<file path="config.mk">
export PLATFORM = sky130hd
export DESIGN_NAME = digit_to_seg
export DESIGN_NICKNAME = d
export VERILOG_FILES = /design/src/rtl/digit_to_seg.sv
export SDC_FILE = /design/constraint.sdc
export NUM_CORES = 1
export LEC_CHECK = 0
export CORE_ASPECT_RATIO = 1.5
export CORE_MARGIN = 4
export CORE_UTILIZATION = 52
export CTS_BUF_LIST = sky130_fd_sc_hd__clkbuf_4
export DETAILED_ROUTE_END_ITERATION = 16
export GPL_ROUTABILITY_DRIVEN = 0
export MAX_ROUTING_LAYER = met4
export PLACE_DENSITY = 0.89
export SYNTH_ARGS = -nofsm -noshare
export SYNTH_HDL_FRONTEND = slang
export SYNTH_SLANG_ARGS = --single-unit
</file>
<file path="constraint.sdc">
create_clock -name mclk -period 8.94 [get_ports mclk]
set_input_delay 1.788 -clock mclk [delete_from_list [all_inputs] [get_ports mclk]]
set_output_delay 1.788 -clock mclk [all_outputs]
set_load 0.01 [all_outputs]
</file>
<file path="src/rtl/digit_to_seg.sv">
// Eight-digit time-multiplexed seven-segment driver for a common-anode display.
// Scans eight hex nibbles onto a shared active-low segment bus, DWELL cycles per digit.
module digit_to_seg #(
    parameter int DWELL = 1024
) (
    input  logic       mclk,
    input  logic       rst,
    input  logic [3:0] in1,
    input  logic [3:0] in2,
    input  logic [3:0] in3,
    input  logic [3:0] in4,
    input  logic [3:0] in5,
    input  logic [3:0] in6,
    input  logic [3:0] in7,
    input  logic [3:0] in8,
    output logic [7:0] an,
    output logic [6:0] seg,
    output logic       dp
);

    localparam int            CW   = (DWELL > 1) ? $clog2(DWELL) : 1;
    localparam logic [CW-1:0] LAST = CW'(DWELL - 1);

    logic [CW-1:0] r_dwell;
    logic [2:0]    r_index;
    logic [3:0]    w_nibble;
    logic [7:0]    r_an;
    logic [6:0]    r_seg;
    logic          r_dp;

    // Active-low segment pattern {g,f,e,d,c,b,a} for one hex digit
    function automatic logic [6:0] hex_to_seg(input logic [3:0] v);
        case (v)
            4'h0:    hex_to_seg = 7'h40;
            4'h1:    hex_to_seg = 7'h79;
            4'h2:    hex_to_seg = 7'h24;
            4'h3:    hex_to_seg = 7'h30;
            4'h4:    hex_to_seg = 7'h19;
            4'h5:    hex_to_seg = 7'h12;
            4'h6:    hex_to_seg = 7'h02;
            4'h7:    hex_to_seg = 7'h78;
            4'h8:    hex_to_seg = 7'h00;
            4'h9:    hex_to_seg = 7'h10;
            4'hA:    hex_to_seg = 7'h08;
            4'hB:    hex_to_seg = 7'h03;
            4'hC:    hex_to_seg = 7'h46;
            4'hD:    hex_to_seg = 7'h21;
            4'hE:    hex_to_seg = 7'h06;
            4'hF:    hex_to_seg = 7'h0E;
            default: hex_to_seg = 7'h7F;
        endcase
    endfunction

    // Select the live nibble for the digit currently being scanned
    always_comb begin
        w_nibble = in1;
        case (r_index)
            3'd0:    w_nibble = in1;
            3'd1:    w_nibble = in2;
            3'd2:    w_nibble = in3;
            3'd3:    w_nibble = in4;
            3'd4:    w_nibble = in5;
            3'd5:    w_nibble = in6;
            3'd6:    w_nibble = in7;
            3'd7:    w_nibble = in8;
            default: w_nibble = in1;
        endcase
    end

    // Dwell counter and digit index; index steps when the counter wraps
    always_ff @(posedge mclk or posedge rst) begin
        if (rst) begin
            r_dwell <= '0;
            r_index <= 3'd0;
        end else if (r_dwell == LAST) begin
            r_dwell <= '0;
            r_index <= r_index + 3'd1;
        end else begin
            r_dwell <= r_dwell + CW'(1);
            r_index <= r_index;
        end
    end

    // Registered outputs: anode and segments switch together, so no ghosting
    always_ff @(posedge mclk or posedge rst) begin
        if (rst) begin
            r_an  <= 8'hFF;
            r_seg <= 7'h7F;
            r_dp  <= 1'b1;
        end else begin
            r_an  <= ~(8'h01 << r_index);
            r_seg <= hex_to_seg(w_nibble);
            r_dp  <= 1'b1;
        end
    end

    assign an  = r_an;
    assign seg = r_seg;
    assign dp  = r_dp;

endmodule

</file>
==> out/qor.yml, run 1 <==
synthCells: 147
first_pass_iters: 4
post_cts_buffers: 0
max-vdd-ir-drop_mv: 0.09258
synth_ff_type: "dfstp_2"
drt-initial-drc-count: 17
grt_max_degree: 29
setup_ws_ns: 5.382
grt_pass1_vias: 1321
grt_pass1_wl_mm: 5.761
clkPwrFrac: 0.325
multiInputGateArea_um2: 793.3
hold_viol: 0
synth-edff-count: 0
synth_top_cell_by_area: "dfstp_2"
rsz0062_at_grt: "no"
syn-cell-area_mm2: 0.001597
viasPerCell: 5.412
cts_sinks: 28
max_freq_ghz: 0.2811
setup_tns_ns: 0
cp-start-kind: "input pin"
ant_nets: 0
ys_warn_count: 0
setup_viol: 0
drive_above_1_share: 0.1443
finish.utilization: 0.7296
powerDensity_mw_per_mm2: 117.4
crit_fanout: 6
place_ws_ns: 5.023
cts-root-buf: "clkbuf_4"
yosys-top-cells-area: "dfstp_2 (25%), dfrtp_1 (20%), ha_1 (10%), inv_1 (3.3%), xnor2_1 (3.3%)"
port_buffers: 48
cap_viol_max_count: 0
cts_tree: "done"
diodes: 0
fillers: 230
worst_pin_slew_ns: 0.9799
post-route-min-period_ns: 3.558
grt_overflow_total: 0
vias: 1261
wl_mm: 3.466
std_cell_rows: 24
p_seq_frac: 0.525
intPower_mw: 0.2005
stdcell_area_mm2: 0.002147
maxSlewHeadroom: 0.3460
hold_class: "flop to flop"
cts_inserted_buffers: 3
worstPathArrival_ns: 3.83
leakagePower_nw: 0.8868
clock_path_buffers: 2
crit_required_ns: 9.21
start_util: 0.5425
power_frac_comb: 0.150
endpoint_kind: "flop"
p_switching_mw: 0.05165
insertion_delay_ns: 0.33
fin_crit_sh: 0.3980
ctsResizeCount: 0
nets: 242
worstSetupPathType: "input pin to flop"
drc_errors: 0
dpl-instance-area_mm2: 0.002095
dp_hpwl_mm: 2.826
synth_top_area_share: 0.2469
ys_ff_latch: 28
slew_violations: 0
pin_count: 50
path_clk_slew_ns: 0.15
r2r_start: "r_index[2]"
dieArea_mm2: 0.004039
ctsHoldBuffers: 0
p_total_mw: 0.2521
fp.dieH_um: 75.86
area_growth_pct: 34.48
synth.avg_cell_area_um2: 10.86
synthTopCellsByCount: "dfstp_2 (15), inv_1 (14), dfrtp_1 (13), ha_1 (13), nand2_1 (13)"
ys_seq_area_frac: 0.4506
cts.htree.levels: 1
ys_types: 43
switching_share: 0.2048
grt_util_all_layers: 0.1947
core_mm2: 0.002943
worstHoldStart: "r_dwell[9]"
final-seq-area_um2: 719.4
antenna_found_initial: 0
setup.worst_path.start: "in6[0]"
synth_most_common_cell: "dfstp_2"
dieWidth_um: 53.24
skew_ns: 0.008103
synth-async-reset-ratio: 1.000
status: "finished, final reports clean"
syn-num-nets: 194
wl_per_cell_um: 14.88
==> final cells by class <==
class	count	share of cell area
clock buffers	3	0.01049
clock inverters	1	0.01399
inverters	14	0.02448
multi-input cells	100	0.3695
flip-flops and latches	28	0.3351
well taps	39	0.02273
repair buffers	48	0.2238
==> power groups by stage <==
stage	Clock, mW	Sequential (mW)	Combinational, mW
2_1_floorplan	0	0.136	0.0140
3_3_place_gp	0	0.134	0.0365
3_5_place_dp	0	0.135	0.0379
4_1_cts	0.0823	0.132	0.0381
5_1_grt	0.0876	0.133	0.0409
6_report	0.0819	0.132	0.0378
==> sequential cells by signal, summed over array words and instances (netlist names) <==
| name | cells |
|---|---|
| r_dwell | 10 |
| an | 8 |
| seg | 7 |
| r_index | 3 |
==> final timing paths <==
check                        endpoint  slack (ns)  cells after the start
max                            seg[1]        5.38                      9
min                        r_dwell[9]        0.51                      1
max reg2reg                    seg[1]        5.64                     10
min reg2reg                r_dwell[9]        0.51                      1
max in group asynchronous  r_dwell[7]        6.38                      2
min in group asynchronous  r_dwell[9]        1.97                      2
==> critical path, stage by stage <==
cell and delay (ns):
clkdlybuf4s50_1 0.46, mux2_2 0.14, a221oi_1 0.07, a31oi_1 0.46
inv_1 0.19, ha_1 0.33, inv_1 0.08, mux2i_1 0.07
a32o_1 0.23
==> per-stage QoR <==
step,hold WS (ns),cells
2_1_floorplan,0.4493,147
4_1_cts,0.5067,233
3_5_place_dp,0.4871,229
3_3_place_gp,0.4670,229
6_report,0.5146,233
5_1_grt,0.5444,233
==> per-layer routing <==
metal,share of wire,GRT usage,vias to the layer above
li1,-,-,605
met1,0.36,0.1983,595
met2,0.56,0.3697,53
met3,0.066,0.03914,8
met4,0.018,0.04830,0
met5,0,-,-
==> placed cells by master (no fill, tap or decap), types with 2 or more instances in the layout <==
cell and instances:
nor3_1 4, a32oi_1 2, dfstp_2 15, xor2_1 3, nor2_1 7, ha_1 13
mux2_2 4, a22o_1 5, a221oi_1 2, dfrtp_1 13, o2bb2ai_1 3, o21ai_0 2
nand2_1 13, xnor2_1 6, nor2b_1 3, clkdlybuf4s50_1 48, clkbuf_4 3, mux2i_1 5
nand3_1 6, inv_1 14, and4_1 2
==> logic make-up (layout without fill, tap and decap cells) <==
group | after synthesis | after routing | share of synthesized area
compound gates | 26 | 26 | 0.1450
fa+ha+maj | 13 | 13 | 0.1019
simple gates | 42 | 42 | 0.1387
other cells | 1 | 1 | 0.002349
flops | 28 | 28 | 0.4506
mux | 9 | 9 | 0.05956
xor+xnor | 9 | 9 | 0.04938
buf+inv | 19 | 66 | 0.05251
Note: power is estimated with default switching activity, not from simulation.
==> run 2: changes to the inputs <==
--- a/config.mk
+++ b/config.mk
@@ -7,12 +7,12 @@
 export LEC_CHECK = 0
 export CORE_ASPECT_RATIO = 1.5
 export CORE_MARGIN = 4
-export CORE_UTILIZATION = 52
+export CORE_UTILIZATION = 48
 export CTS_BUF_LIST = sky130_fd_sc_hd__clkbuf_4
 export DETAILED_ROUTE_END_ITERATION = 16
 export GPL_ROUTABILITY_DRIVEN = 0
 export MAX_ROUTING_LAYER = met4
-export PLACE_DENSITY = 0.89
+export PLACE_DENSITY = 0.83
 export SYNTH_ARGS = -nofsm -noshare
 export SYNTH_HDL_FRONTEND = slang
 export SYNTH_SLANG_ARGS = --single-unit
==> constraint.sdc (replaced) <==
create_clock -name mclk -period 3.6 [get_ports mclk]
set_input_delay 0.72 -clock mclk [delete_from_list [all_inputs] [get_ports mclk]]
set_output_delay 0.72 -clock mclk [all_outputs]
set_load 0.01 [all_outputs]
==> run 2 against run 1 <==
Compared with the run above: non-clock buffer count stayed put; critical path depth is the same; sequential power rose by 150%; worst hold slack worse by 0.026 ns; clock power rose by 150%; via count down 1.7%; die area increased by 7.3%; combinational power is 150% higher; clock skew rose by 0.0036 ns; global-route usage is 1.3 points lower; critical endpoint is now seg[5]; largest cell class unchanged.
==> out/qor.yml, run 2 (synthesis results as in run 1) <==
std_cell_rows: 25  # was 24
setup_tns_ns: 0  # unchanged
multiInputGateArea_um2: 793.3  # unchanged
drc_errors: 0  # unchanged
critical_path.top_delay_family: "simple AND/OR/NAND/NOR gates"  # was compound AO/OA/AOI/OAI gates
cts_tree: "done"  # unchanged
start_util: 0.5004  # was 0.5425
cts_sinks: 28  # unchanged
leakagePower_nw: 0.8868  # unchanged
top_register: "r_dwell"  # unchanged
max_freq_ghz: 0.3038
ant_nets: 0  # unchanged
maxSlewHeadroom: 0.3429  # was 0.3460
setup_viol: 0  # unchanged
mostFrequentLayoutCell: "clkdlybuf4s50_1"  # unchanged
antenna_found_initial: 0  # unchanged
critPathSlowestCell: "dfrtp_1"  # was clkdlybuf4s50_1
final_cells: 234  # was 233
viasPerCell: 5.295  # was 5.412
pin_count: 50  # unchanged
port_buffers: 48  # unchanged
cts-root-buf: "clkbuf_4"  # unchanged
grt_util_all_layers: 0.1815  # was 0.1947
path_clk_slew_ns: 0.15  # about the same
nets: 242  # unchanged
dp_cells: 230  # was 229
cp-start-kind: "flop"  # was input pin
area_growth_pct: 34.56  # was 34.48%
diodes: 0  # unchanged
grt_max_degree: 29  # unchanged
core_mm2: 0.003191  # was 0.002943 mm2
final_cell_mix: "clkdlybuf4s50_1 (48), dfstp_2 (15), inv_1 (14)"  # unchanged
finish.utilization: 0.6733  # was 0.7296
hold_class: "flop to flop"  # unchanged
vias: 1239  # was 1,261
fillers: 258  # was 230
dieWidth_um: 55.09  # was 53.24 um
fin_crit_sh: 0.9143
max-vdd-ir-drop_mv: 0.1911  # was 0.09258 mV
drive_above_1_share: 0.1443  # unchanged
dp_hpwl_mm: 2.763  # was 2.826 mm
setup_ws_ns: 0.3086  # was 5.382 ns
cap_viol_max_count: 0  # unchanged
crit_path_max_incr_delay_ns: 0.68  # was 0.46 ns
status: "finished, final reports clean"  # unchanged
largest_register_ffs: 10  # unchanged
cts.htree.levels: 1  # unchanged
dieArea_mm2: 0.004332  # was 0.004039 mm2
post-route-min-period_ns: 3.291
fp.dieH_um: 78.64  # was 75.86 um
hold_viol: 0  # unchanged
slew_violations: 0  # unchanged
crit_required_ns: 3.86  # was 9.21 ns
clock_path_buffers: 2  # unchanged
crit_buf_inv: 2  # was 3
post_cts_buffers: 0  # unchanged
endpoint_kind: "flop"  # unchanged
worstPathCellList: "inv_1 -> ha_1 -> or4_4 -> nand2b_4 -> a41oi_1 -> inv_1 -> ha_1 -> mux2_2 -> o2bb2ai_1"  # was clkdlybuf4s50_1 -> mux2_2 -> a221oi_1 -> a31oi_1 -> inv_1 -> ha_1 -> inv_1 -> mux2i_1 -> a32o_1
grt_pass1_vias: 1333  # was 1,321
worstSetupPathType: "flop to flop"  # was input pin to flop
ctsResizeCount: 0  # unchanged
wl_per_cell_um: 14.44  # was 14.88 um
powerDensity_mw_per_mm2: 291.1  # was 117.4 mW/mm2
grt_pass1_wl_mm: 5.761  # unchanged
place_ws_ns: 0.3633  # was 5.023 ns
ctsHoldBuffers: 0  # unchanged
final-seq-area_um2: 719.4  # unchanged
worstPathArrival_ns: 3.56  # was 3.83 ns
cts_inserted_buffers: 3  # unchanged
insertion_delay_ns: 0.33  # about the same
first_pass_iters: 4  # unchanged
grt_overflow_total: 0  # unchanged
rsz0062_at_grt: "no"  # unchanged
skew_ns: 0.01173  # was 0.008103 ns
crit_fanout: 17  # was 6
drt-initial-drc-count: 35  # was 17
wl_mm: 3.379  # was 3.466 mm
worst_pin_slew_ns: 0.9845  # was 0.9799 ns
run 2: final timing paths:
| kind | start | end | slack (ns) | cells past startpoint |
|---|---|---|---|---|
| max in group asynchronous | rst | r_dwell[8] | 2.10 | 2 |
| worst min register to register | r_dwell[0] | r_dwell[0] | 0.49 | 1 |
| worst min-delay path | r_dwell[0] | r_dwell[0] | 0.49 | 1 |
| worst max register to register | r_index[2] | seg[5] | 0.31 | 9 |
| worst max-delay path | r_index[2] | seg[5] | 0.31 | 9 |
| min in group asynchronous | rst | r_dwell[4] | 0.91 | 2 |
run 2: where the power goes:
part | internal (mW) | switching [mW] | total (mW)
combinational | 0.0584 | 0.0358 | 0.0942
clock | 0.113 | 0.0902 | 0.203
sequential | 0.327 | 0.00150 | 0.328
run 2: area by class of cell:
type / instances / area share
multi-input cells: 100 / 0.3692
flip-flops and latches: 28 / 0.3349
repair buffers: 48 / 0.2236
inverters: 14 / 0.02446
well taps: 40 / 0.02330
clock inverters: 1 / 0.01398
clock buffers: 3 / 0.01048
run 2: worst register-to-register path, stage by stage, from the launching register on:
cell and delay [ns]:
dfrtp_1 0.68, inv_1 0.16, ha_1 0.30, or4_4 0.52, nand2b_4 0.19, a41oi_1 0.49, inv_1 0.18, ha_1 0.30
mux2_2 0.28, o2bb2ai_1 0.12
run 2: metrics by stage:
step / cell area [um2] / power (mW) / hold WS, ns
5_1_grt: 2148 / 0.6511 / 0.5326
6_report: 2148 / 0.6253 / 0.4887
4_1_cts: 2148 / 0.6340 / 0.4939
2_1_floorplan: 1597 / 0.3727 / 0.4493
3_3_place_gp: 2096 / 0.4255 / 0.4660
3_5_place_dp: 2096 / 0.4288 / 0.4739
run 2: routing by layer:
layer | global-route usage | wire [um] | up-vias
li1 | - | - | 607
met1 | 0.2091 | 1331 | 569
met2 | 0.3128 | 1744 | 57
met3 | 0.03416 | 274 | 6
met4 | 0.04623 | 29 | 0
met5 | - | 0 | -
==> run 3: changes to the inputs <==
--- a/config.mk
+++ b/config.mk
@@ -7,12 +7,11 @@
 export LEC_CHECK = 0
 export CORE_ASPECT_RATIO = 1.5
 export CORE_MARGIN = 4
-export CORE_UTILIZATION = 48
-export CTS_BUF_LIST = sky130_fd_sc_hd__clkbuf_4
+export CORE_UTILIZATION = 46
 export DETAILED_ROUTE_END_ITERATION = 16
 export GPL_ROUTABILITY_DRIVEN = 0
 export MAX_ROUTING_LAYER = met4
-export PLACE_DENSITY = 0.83
+export PLACE_DENSITY = 0.8
 export SYNTH_ARGS = -nofsm -noshare
 export SYNTH_HDL_FRONTEND = slang
 export SYNTH_SLANG_ARGS = --single-unit
==> run 3 against run 2 <==
Compared with the run above: worst setup slack better by 0.073 ns; first-iteration DRC count is 40% higher; count of clock-buffer cells in the layout did not move; clock skew is 0.0040 ns lower; via count rose by 2.9%; total power grew 5.9%; sequential share of layout area shrank 0.29 points; routed wire length increased by 1.4%; register-to-register slack improved by 0.07 ns; non-clock buffer count did not move; combinational power shrank 0.8%; design area rose by 0.87%; critical endpoint is now seg[1].
==> out/qor.yml, run 3 (synthesis results as in run 1) <==
grt_pass1_wl_mm: 6.058  # was 5.761 mm
viasPerCell: 5.449  # was 5.295
critPathSlowestCell: "dfrtp_1"  # unchanged
worst_pin_slew_ns: 0.9825  # was 0.9845 ns
crit_path_max_incr_delay_ns: 0.66  # was 0.68 ns
cts.htree.levels: 1  # unchanged
wl_per_cell_um: 14.65  # was 14.44 um
p_total_mw: 0.6621  # was 0.6253 mW
dieWidth_um: 56.10  # was 55.09 um
worstPathArrival_ns: 3.42  # was 3.56 ns
post-route-min-period_ns: 3.219  # was 3.291 ns
wl_mm: 3.427  # was 3.379 mm
dpl-instance-area_mm2: 0.002096  # unchanged
max-vdd-ir-drop_mv: 0.2623  # was 0.1911 mV
clock_path_buffers: 2  # unchanged
std_cell_rows: 25  # unchanged
finish.utilization: 0.6662  # was 0.6733
maxSlewHeadroom: 0.3443  # was 0.3429
dieArea_mm2: 0.004497  # was 0.004332 mm2
hold_class: "flop to flop"  # unchanged
grt_util_all_layers: 0.1724  # was 0.1815
mostFrequentLayoutCell: "clkdlybuf4s50_1"  # unchanged
path_common_cell: "inv_1"
cts_sinks: 28  # unchanged
core_mm2: 0.003253  # was 0.003191 mm2
leakagePower_nw: 0.8946  # was 0.8868 nW
crit_fanout: 17  # unchanged
grt_max_degree: 29  # unchanged
fp.dieH_um: 80.16  # was 78.64 um
multiInputGateArea_um2: 793.3  # unchanged
antenna_found_initial: 0  # unchanged
min_path_cells: 1  # unchanged
holdWs_ns: 0.4933  # was 0.4887 ns
rr_worst_depth: 10  # was 9
slew_violations: 0  # unchanged
nets: 242  # unchanged
fillers: 268  # was 258
port_buffers: 48  # unchanged
insertion_delay_ns: 0.27  # was 0.33 ns
worstPathCellList: "inv_1 -> ha_1 -> or4_4 -> nand2b_4 -> a41oi_1 -> inv_1 -> ha_1 -> inv_1 -> mux2i_1 -> a32o_1"  # was inv_1 -> ha_1 -> or4_4 -> nand2b_4 -> a41oi_1 -> inv_1 -> ha_1 -> mux2_2 -> o2bb2ai_1
status: "finished, final reports clean"  # unchanged
cap_viol_max_count: 0  # unchanged
crit_required_ns: 3.80  # was 3.86 ns
fin_crit_sh: 0.8941  # was 0.9143
worstSetupPathType: "flop to flop"  # unchanged
hold_viol: 0  # unchanged
ant_nets: 0  # unchanged
endpoint_kind: "flop"  # unchanged
vias: 1275  # was 1,239
stdcell_area_mm2: 0.002167  # was 0.002148 mm2
top_register: "r_dwell"  # unchanged
ctsHoldBuffers: 0  # unchanged
largest_register_ffs: 10  # unchanged
powerDensity_mw_per_mm2: 305.5  # was 291.1 mW/mm2
drt-initial-drc-count: 49  # was 35
setup_tns_ns: 0  # unchanged
pin_count: 50  # unchanged
cts_tree: "done"  # unchanged
area_growth_pct: 35.74  # was 34.56%
cts_inserted_buffers: 3  # unchanged
grt_overflow_total: 0  # unchanged
dp_hpwl_mm: 2.786  # was 2.763 mm
cp-start-kind: "flop"  # unchanged
skew_ns: 0.007737  # was 0.01173 ns
rsz0062_at_grt: "no"  # unchanged
first_pass_iters: 4  # unchanged
grt_pass1_vias: 1373  # was 1,333
max_freq_ghz: 0.3107  # was 0.3038 GHz
drive_above_1_share: 0.1443  # unchanged
start_util: 0.4908  # was 0.5004
final-seq-area_um2: 719.4  # unchanged
diodes: 0  # unchanged
ctsResizeCount: 0  # unchanged
post_cts_buffers: 0  # unchanged
path_clk_slew_ns: 0.09  # was 0.15 ns
setup_viol: 0  # unchanged
cts-root-buf: "clkbuf_8"  # was clkbuf_4
final_cell_mix: "clkdlybuf4s50_1 (48), dfstp_2 (15), inv_1 (14)"  # unchanged
drc_errors: 0  # unchanged
-- run 3: stage by stage --
| stage | std cells | worst slack (ns) |
|---|---|---|
| finish | 234 | 0.3814 |
| CTS | 234 | 0.3768 |
| floorplan | 147 | 0.7484 |
| global route | 234 | 0.1217 |
| detailed placement | 230 | 0.3996 |
| global placement | 230 | 0.5732 |
-- run 3: path summary, 6_finish.rpt --
path	from	to	slack (ns)
min in group asynchronous	rst	r_dwell[7]	0.98
max reg2reg	r_index[2]	seg[1]	0.38
max	r_index[2]	seg[1]	0.38
min reg2reg	r_dwell[6]	r_dwell[6]	0.49
min	r_dwell[6]	r_dwell[6]	0.49
max in group asynchronous	rst	r_index[2]	2.02
-- run 3: critical path, delay by kind of cell (launching register included) --
kind,cells,cell delay (ns)
AOI/OAI and AO/OA,2,0.66
and+or+nand+nor,2,0.72
muxes,1,0.07
DFF,1,0.66
buffers and inverters,3,0.41
adders and majority gates,2,0.63
-- run 3: cell type report --
type / count / share of cell area
clock buffer: 3 / 0.01905
sequential: 28 / 0.3320
timing repair buffer: 48 / 0.2217
tap: 40 / 0.02309
inverter: 14 / 0.02425
clock inverter: 1 / 0.01386
multi-input combinational: 100 / 0.3661
-- run 3: power by group --
group	internal [mW]	switching [mW]	leakage, nW
logic	0.0583	0.0351	0.535
registers	0.327	0.00172	0.324
clock network	0.149	0.0918	0.0357
total	0.534	0.129	0.895
-- run 3: per-layer routing --
metal  up-vias  global-route usage  wire length (um)
met5         -                   -                 0
met4         0             0.09264               109
met3        12             0.03215               243
met2        57              0.3044              1784
met1       598              0.1807              1290
li1        608                   -                 -
